===== config.mk =====
export PLATFORM = sky130hd
export DESIGN_NAME = lcd_cmd_seq
export DESIGN_NICKNAME = d
export VERILOG_FILES = /design/src/rtl/lcd_pkg.sv /design/src/rtl/lcd_cmd_seq.sv
export SDC_FILE = /design/constraint.sdc
export NUM_CORES = 1
export LEC_CHECK = 0
export ABC_AREA = 1
export BUFFER_PORTS_ARGS = -buffer_cell sky130_fd_sc_hd__buf_2
export CAP_MARGIN = 10
export CORE_ASPECT_RATIO = 0.7
export CORE_MARGIN = 2
export CORE_UTILIZATION = 35
export CTS_CLUSTER_DIAMETER = 80
export CTS_CLUSTER_SIZE = 20
export DETAILED_ROUTE_END_ITERATION = 6
export GPL_TIMING_DRIVEN = 0
export MAX_ROUTING_LAYER = met4
export PLACE_DENSITY = 0.62
export SLEW_MARGIN = 20
export SYNTH_ARGS = -nofsm -noshare
export SYNTH_HDL_FRONTEND = slang
export SYNTH_SLANG_ARGS = --single-unit

===== constraint.sdc =====
create_clock -name clk -period 1.8 [get_ports clk]
set_input_delay 0.18 -clock clk [delete_from_list [all_inputs] [get_ports clk]]
set_output_delay 0.18 -clock clk [all_outputs]
set_load 0.1 [all_outputs]

===== src/rtl/lcd_pkg.sv =====
// lcd_pkg: definitions shared by the LCD command sequencer and its users.
//   - opcode constants understood by the LCD image controller
//   - state encoding of the command sequencer
//   - bit positions inside a command-ROM word ([3] valid, [2:0] opcode)
//   - rom_decode(): turns a ROM word into the opcode to issue
package lcd_pkg;

  localparam logic [2:0] CMD_WRITE = 3'd0;
  localparam logic [2:0] CMD_UP    = 3'd1;
  localparam logic [2:0] CMD_DOWN  = 3'd2;
  localparam logic [2:0] CMD_LEFT  = 3'd3;
  localparam logic [2:0] CMD_RIGHT = 3'd4;
  localparam logic [2:0] CMD_AVG   = 3'd5;
  localparam logic [2:0] CMD_MIRX  = 3'd6;
  localparam logic [2:0] CMD_MIRY  = 3'd7;

  localparam int ROM_VALID_BIT = 3;
  localparam int ROM_OP_MSB    = 2;
  localparam int ROM_OP_LSB    = 0;

  typedef enum logic [2:0] {
    ST_IDLE,
    ST_FETCH,
    ST_ISSUE,
    ST_WAIT_ACK,
    ST_WAIT_IDLE,
    ST_WAIT_DONE,
    ST_FINISH
  } state_e;

  // An end marker (valid bit clear) is turned into a write so that every
  // run is terminated by exactly one write.
  function automatic logic [2:0] rom_decode(input logic [3:0] word);
    return word[ROM_VALID_BIT] ? word[ROM_OP_MSB:ROM_OP_LSB] : CMD_WRITE;
  endfunction

endpackage


===== src/rtl/lcd_cmd_seq.sv =====
// lcd_cmd_seq: plays a command script from an external command ROM onto the
// LCD controller's cmd/cmd_valid/busy handshake, guarantees that a write ends
// the run and raises finish once the controller reports done.
//
// Ports:
//   clk, reset      clock, asynchronous active-high reset
//   crom_en/crom_a  command-ROM read enable / address
//   crom_q          ROM word, valid one cycle after crom_en
//   lcd_busy        controller busy (high while loading and while executing)
//   lcd_done        controller done, sticky
//   cmd/cmd_valid   opcode and one-cycle strobe to the controller
//   cmd_cnt         number of commands issued
//   finish          run complete, sticky until reset
//   err             (CMD_SEQ_WDT_EN only) watchdog expired, sticky
//
// Optional feature macro: CMD_SEQ_WDT_EN adds a watchdog on the wait states
// which forces FINISH with err=1 after TIMEOUT cycles in one wait state.
module lcd_cmd_seq
  import lcd_pkg::*;
#(
  parameter int ADDR_W  = 5,
  parameter int TIMEOUT = 255
) (
  input  logic              clk,
  input  logic              reset,
  output logic              crom_en,
  output logic [ADDR_W-1:0] crom_a,
  input  logic [3:0]        crom_q,
  input  logic              lcd_busy,
  input  logic              lcd_done,
  output logic [2:0]        cmd,
  output logic              cmd_valid,
  output logic [ADDR_W:0]   cmd_cnt,
  output logic              finish
`ifdef CMD_SEQ_WDT_EN
  ,
  output logic              err
`endif
);

  if (TIMEOUT < 1) begin : g_timeout_check
    $error("lcd_cmd_seq: TIMEOUT must be at least 1");
  end

  state_e            state_q, state_d;
  logic              fetch_ph_q, fetch_ph_d;  // 0: ROM read cycle, 1: latch cycle
  logic [ADDR_W-1:0] crom_a_q, crom_a_d;
  logic [2:0]        cmd_r_q, cmd_r_d;        // opcode pending issue
  logic [2:0]        cmd_q, cmd_d;            // last opcode strobed out
  logic [ADDR_W:0]   cmd_cnt_q, cmd_cnt_d;

`ifdef CMD_SEQ_WDT_EN
  localparam int WDT_W = $clog2(TIMEOUT + 1);
  logic [WDT_W-1:0] wdt_q, wdt_d;
  logic             err_q, err_d;
`endif

  always_ff @(posedge clk or posedge reset) begin
    if (reset) begin
      state_q    <= ST_IDLE;
      fetch_ph_q <= 1'b0;
      crom_a_q   <= '0;
      cmd_r_q    <= CMD_WRITE;
      cmd_q      <= CMD_WRITE;
      cmd_cnt_q  <= '0;
`ifdef CMD_SEQ_WDT_EN
      wdt_q      <= '0;
      err_q      <= 1'b0;
`endif
    end else begin
      state_q    <= state_d;
      fetch_ph_q <= fetch_ph_d;
      crom_a_q   <= crom_a_d;
      cmd_r_q    <= cmd_r_d;
      cmd_q      <= cmd_d;
      cmd_cnt_q  <= cmd_cnt_d;
`ifdef CMD_SEQ_WDT_EN
      wdt_q      <= wdt_d;
      err_q      <= err_d;
`endif
    end
  end

  always_comb begin
    state_d    = state_q;
    fetch_ph_d = 1'b0;
    crom_a_d   = crom_a_q;
    cmd_r_d    = cmd_r_q;
    cmd_d      = cmd_q;
    cmd_cnt_d  = cmd_cnt_q;
    crom_en    = 1'b0;
    cmd_valid  = 1'b0;
`ifdef CMD_SEQ_WDT_EN
    err_d      = err_q;
    wdt_d      = wdt_q;
`endif

    case (state_q)
      ST_IDLE: begin
        if (!lcd_busy) state_d = ST_FETCH;
      end
      ST_FETCH: begin
        if (!fetch_ph_q) begin
          crom_en    = 1'b1;
          fetch_ph_d = 1'b1;
        end else begin
          cmd_r_d = rom_decode(crom_q);
          state_d = ST_ISSUE;
        end
      end
      ST_ISSUE: begin
        // Strobe is combinational on busy so it can never coincide with it.
        if (!lcd_busy) begin
          cmd_valid = 1'b1;
          cmd_d     = cmd_r_q;
          cmd_cnt_d = cmd_cnt_q + 1'b1;
          state_d   = ST_WAIT_ACK;
        end
      end
      ST_WAIT_ACK: begin
        if (lcd_busy) state_d = (cmd_r_q == CMD_WRITE) ? ST_WAIT_DONE : ST_WAIT_IDLE;
      end
      ST_WAIT_IDLE: begin
        if (!lcd_busy) begin
          if (crom_a_q == '1) begin
            // Script exhausted without a write: append a synthetic one
            // rather than wrapping the address.
            cmd_r_d = CMD_WRITE;
            state_d = ST_ISSUE;
          end else begin
            crom_a_d = crom_a_q + 1'b1;
            state_d  = ST_FETCH;
          end
        end
      end
      ST_WAIT_DONE: begin
        if (lcd_done) state_d = ST_FINISH;
      end
      ST_FINISH: begin
        state_d = ST_FINISH;
      end
      default: begin
        state_d = ST_IDLE;
      end
    endcase

`ifdef CMD_SEQ_WDT_EN
    // Counter restarts on every state change; the transition fires on the
    // edge where it would reach TIMEOUT.
    if (state_d != state_q) begin
      wdt_d = '0;
    end else if (state_q != ST_FINISH) begin
      wdt_d = wdt_q + 1'b1;
      if ((state_q == ST_WAIT_ACK || state_q == ST_WAIT_IDLE || state_q == ST_WAIT_DONE) &&
          (wdt_q == WDT_W'(TIMEOUT - 1))) begin
        err_d   = 1'b1;
        state_d = ST_FINISH;
        wdt_d   = '0;
      end
    end
`endif
  end

  assign crom_a  = crom_a_q;
  assign cmd     = cmd_valid ? cmd_r_q : cmd_q;
  assign cmd_cnt = cmd_cnt_q;
  assign finish  = (state_q == ST_FINISH);
`ifdef CMD_SEQ_WDT_EN
  assign err     = err_q;
`endif

endmodule


**Word level (Yosys, flattened, before mapping)**

Cells that the tools add are included.

- Flip-flop bits (word level): 21
- Bits of input ports: 8
- Output and inout port bits: 17
- Logic and storage cells: 50

- $add $sub $neg: 2
- Equal/unequal tests: 14
- Mux-type cells: 19
- Bitwise logic cells: 2
- Reductions and logical operators: 7

Operator list:

| operator | number |
|---|---|
| 3-bit two-way mux | 11 |
| 3-bit one-hot mux with 7 select lines | 1 |
| 2-bit != test, second input constant | 7 |
| 3-bit == test, second input constant | 3 |
| 6-bit by 1-bit adder with 6-bit output, second input constant | 1 |
| 3-bit by 2-bit == test with 1-bit output, second input constant | 2 |
| 3-bit logical NOT | 2 |
| 3-bit one-hot mux with 2 select lines | 1 |
| 6-bit AND reduction | 1 |
| 5-bit by 1-bit adder with 5-bit output, second input constant | 1 |
| 5-bit == test, second input constant | 1 |
| 1-bit two-way mux | 5 |
| 4-bit AND reduction | 1 |
| 3-bit by 1-bit == test with 1-bit output, second input constant | 1 |
| 3-bit AND reduction | 1 |
| 2-bit two-way mux | 1 |
| 1-bit NOT | 2 |
| 2-bit AND reduction | 1 |
| 2-bit nonzero test | 1 |

**Depth between registers and ports, before layout**

- Depth after elaboration: 4
- Gate-level depth with buffers: 9
- Depth with buffers taken out: 9

**Least setup slack after synthesis**

Ideal clock, no wire load.

- Kind: reg2reg
- Start: register state_q[0]
- End: register cmd_q[2]
- Setup time: 0.274 ns
- Arrival: 2.618 ns
- Data required time: 1.526 ns
- Slack: -1.092 ns
- Cell stages (with the launch flop): 7
- Buffers on the path: 1
- Clock period less this slack: 2.892 ns
- Cell sequence: dfrtp_1 buf_4 nor2_4 nand2_4 nor2_8 inv_2 o21ai_1

- Longest elaborated chain between the ends: 2

RTL lines:

| what | RTL line | source |
|---|---|---|
| start: declaration | lcd_cmd_seq.sv:45 | `state_e state_q, state_d;` |
| start signal: assignment | lcd_cmd_seq.sv:71 | `state_q <= state_d;` |
| 3-bit by 2-bit == test with 1-bit output | lcd_cmd_seq.sv:98 | `case (state_q)` |
| 2-bit AND reduction (no source line) | - |  |
| end signal: assignment | lcd_cmd_seq.sv:75 | `cmd_q <= cmd_d;` |
| end: declaration | lcd_cmd_seq.sv:49 | `logic [2:0] cmd_q, cmd_d;` |

No other way between the ends.
A chain may end at the register's enable or synchronous reset.

**Worst setup path after layout**

- Start: register state_q[0]
- End: output cmd_valid

- Longest elaborated chain between the ends: 2

RTL lines:

| what | RTL line | source |
|---|---|---|
| 3-bit by 2-bit == test with 1-bit output | lcd_cmd_seq.sv:98 |  |
| 1-bit two-way mux | lcd_cmd_seq.sv:98 |  |
| end: declaration | lcd_cmd_seq.sv:32 | `output logic cmd_valid,` |

No other way between the ends.

==> reports/results.ini <==
[grt]
gr-total-overflow = 0
antenna_found_initial = 0
grt_pass1_wl_mm = 3.97
grt_usage_pct = 14.0
grt_max_degree = 22
grt_pass1_vias = 898

[timing]
fmax_mhz = 568
setup_tns_ns = 0
slew_violations = 0
rsz0062_at_grt = yes
tightest_slew_ns = 0.769
skew_ns = 0.00313
min_period_ns = 1.76
min_period_over_period_pct = 97.9
setup_viol = 0
relSlewSlack_pct = 48.7
hold_violations = 0
whs_ns = 0.0521

[run_status]
status = finished clean

[routing]
dr.first_iter.drc_count = 32
dr.pass1.iters = 4
drc = 0
detail_route.wl_per_cell_um = 11.3
vias_per_cell = 4.81
vias = 1087
drt-total-wl_mm = 2.56
antenna_left = 0

[critical_path]
rr_worst_depth = 9
crit_slowest_cell = buf_2
arrival_ns = 1.58
critPathRequiredTime_ns = 1.62
cp-end-kind = primary output
path_cells = buf_6 -> nor2_4 -> nand2_4 -> nor2_8 -> buf_2
cp-startpoint = state_q[0]
worst-r2r-setup-slack_ns = 0.17
r2r-start = crom_a[0]
start_kind = flip-flop
worstSetupPathType = flip-flop to primary output
crit_path_max_incr_delay_ns = 0.44
crit_fanout = 6

[run]
maxCapViolCount = 0

[yosys]
synth_edf_count = 0
async_reset_ff_share_pct = 100
synth-seq-area-share_pct = 45.5
synthTopCellsByCount = nand2_1, inv_1, dfrtp_1, nor2_1, nand3_1
synth_nets = 160
synth_cells = 149
yosysTopAreaCell = dfrtp_1
synth.distinct_cells = 21
ys_seq_elements = 21
synth_area_um2 = 1160
yosysTopAreaCellShare_pct = 45.5
yosysMostFrequentCell = nand2_1
ys.flop_type = dfrtp_1
synth_area_per_cell_um2 = 7.76
synthTopCellsByArea = dfrtp_1, nand2_1, inv_1, nor2_1, nand3_1
yosysWarningCount = 0

[clocking]
cts_hold_buf = 0
cts_sinks = 21
htreeDepth = 1
cts_tree = built
clock_latency_ns = 0.26
clk_pin_slew_ns = 0.07
cts_buffers = 3
ctsLongestPathBuffers = 2
cts_root_buf = clkbuf_8

[place]
dp_hpwl_mm = 1.81
placed_cell_area_um2 = 1380
io_buffers = 24
gp_congestion = 0.859
dpl.cell_count = 211

[finish]
final_area_um2 = 1580
layout-drive-gt1-share_pct = 34.6
area_growth_pct = 36.5
final_cells = 226
diodes = 0
final_nets = 200

[min_path]
min_path_type = primary input to asynchronous set/reset pin

[die]
start_util_pct = 36.7
ios = 25
rows = 17
die_y_um = 52.1
die_w_um = 72.7
core_um2 = 3150
die-area_um2 = 3790

[layer usage]
layer / track usage (%) / part of all wire (%)
met3: 4.65 / 5.7
met2: 22.4 / 47
met4: 1.85 / 1.3
met1: 17.9 / 46
met5: - / 0
[through the flow]
stage	utilization [%]	setup slack (ns)
2_1_floorplan	-	-0.216
3_3_place_gp	43.7	-0.0253
3_5_place_dp	43.7	-0.0480
4_1_cts	46.6	0.0290
5_1_grt	50.1	-0.0240
6_report	50.1	0.0387
[critical path: cells and delay by family, from the launching register on]
| family | cells | cell delay [ns] |
|---|---|---|
| buffers and inverters | 2 | 0.57 |
| DFF | 1 | 0.38 |
| and+or+nand+nor | 3 | 0.37 |
[cells by family after synthesis]
family | Yosys count | share of synthesized area (%)
AO/OA/AOI/OAI | 13 | 5.84
XOR/XNOR | 5 | 3.79
adder cells (fa/ha/maj) | 3 | 3.25
buffers and inverters | 26 | 9.09
flip-flops | 21 | 45.5
AND/OR/NAND/NOR | 81 | 32.6
[worst paths after layout]
path                                    to
min in group clk                cmd_r_q[1]
worst min-delay path            cmd_cnt[2]
max in group asynchronous        crom_a[1]
worst min register to register  fetch_ph_q
worst max register to register  cmd_r_q[0]
worst max-delay path             cmd_valid
[cells in the final DEF (no fill, tap or decap), types with 6 or more instances in the layout]
cell type	instances
o21ai_0	6
dfrtp_1	15
nor2_1	13
buf_4	12
nand2_1	39
buf_2	21
nand4_1	6
nand3_1	10
inv_1	22
[sequential cells by signal, summed over array words and instances, names as in the netlist]
register	cells
cmd_r_q	3
fetch_ph_q	1
cmd_q	3
state_q	3
crom_a	5
cmd_cnt	6
[final cells by class]
type	count	area (um2)
Fill cell	286	1570
Sequential cell	21	538
Timing Repair Buffer	35	243
Clock buffer	4	45.0
Buffer	2	18.8
Tap cell	38	47.5
Inverter	24	97.6
Multi-Input combinational cell	102	588
[timing repair]
action / CTS / global route
pin swaps: 1 / 7
buffers inserted: 1 / 10
setup endpoints to repair: 4 / 8
gates resized for setup: 11 / 11
Power is not shown: default switching activity piles up to over one toggle a cycle in this logic, so the estimate is an artifact.
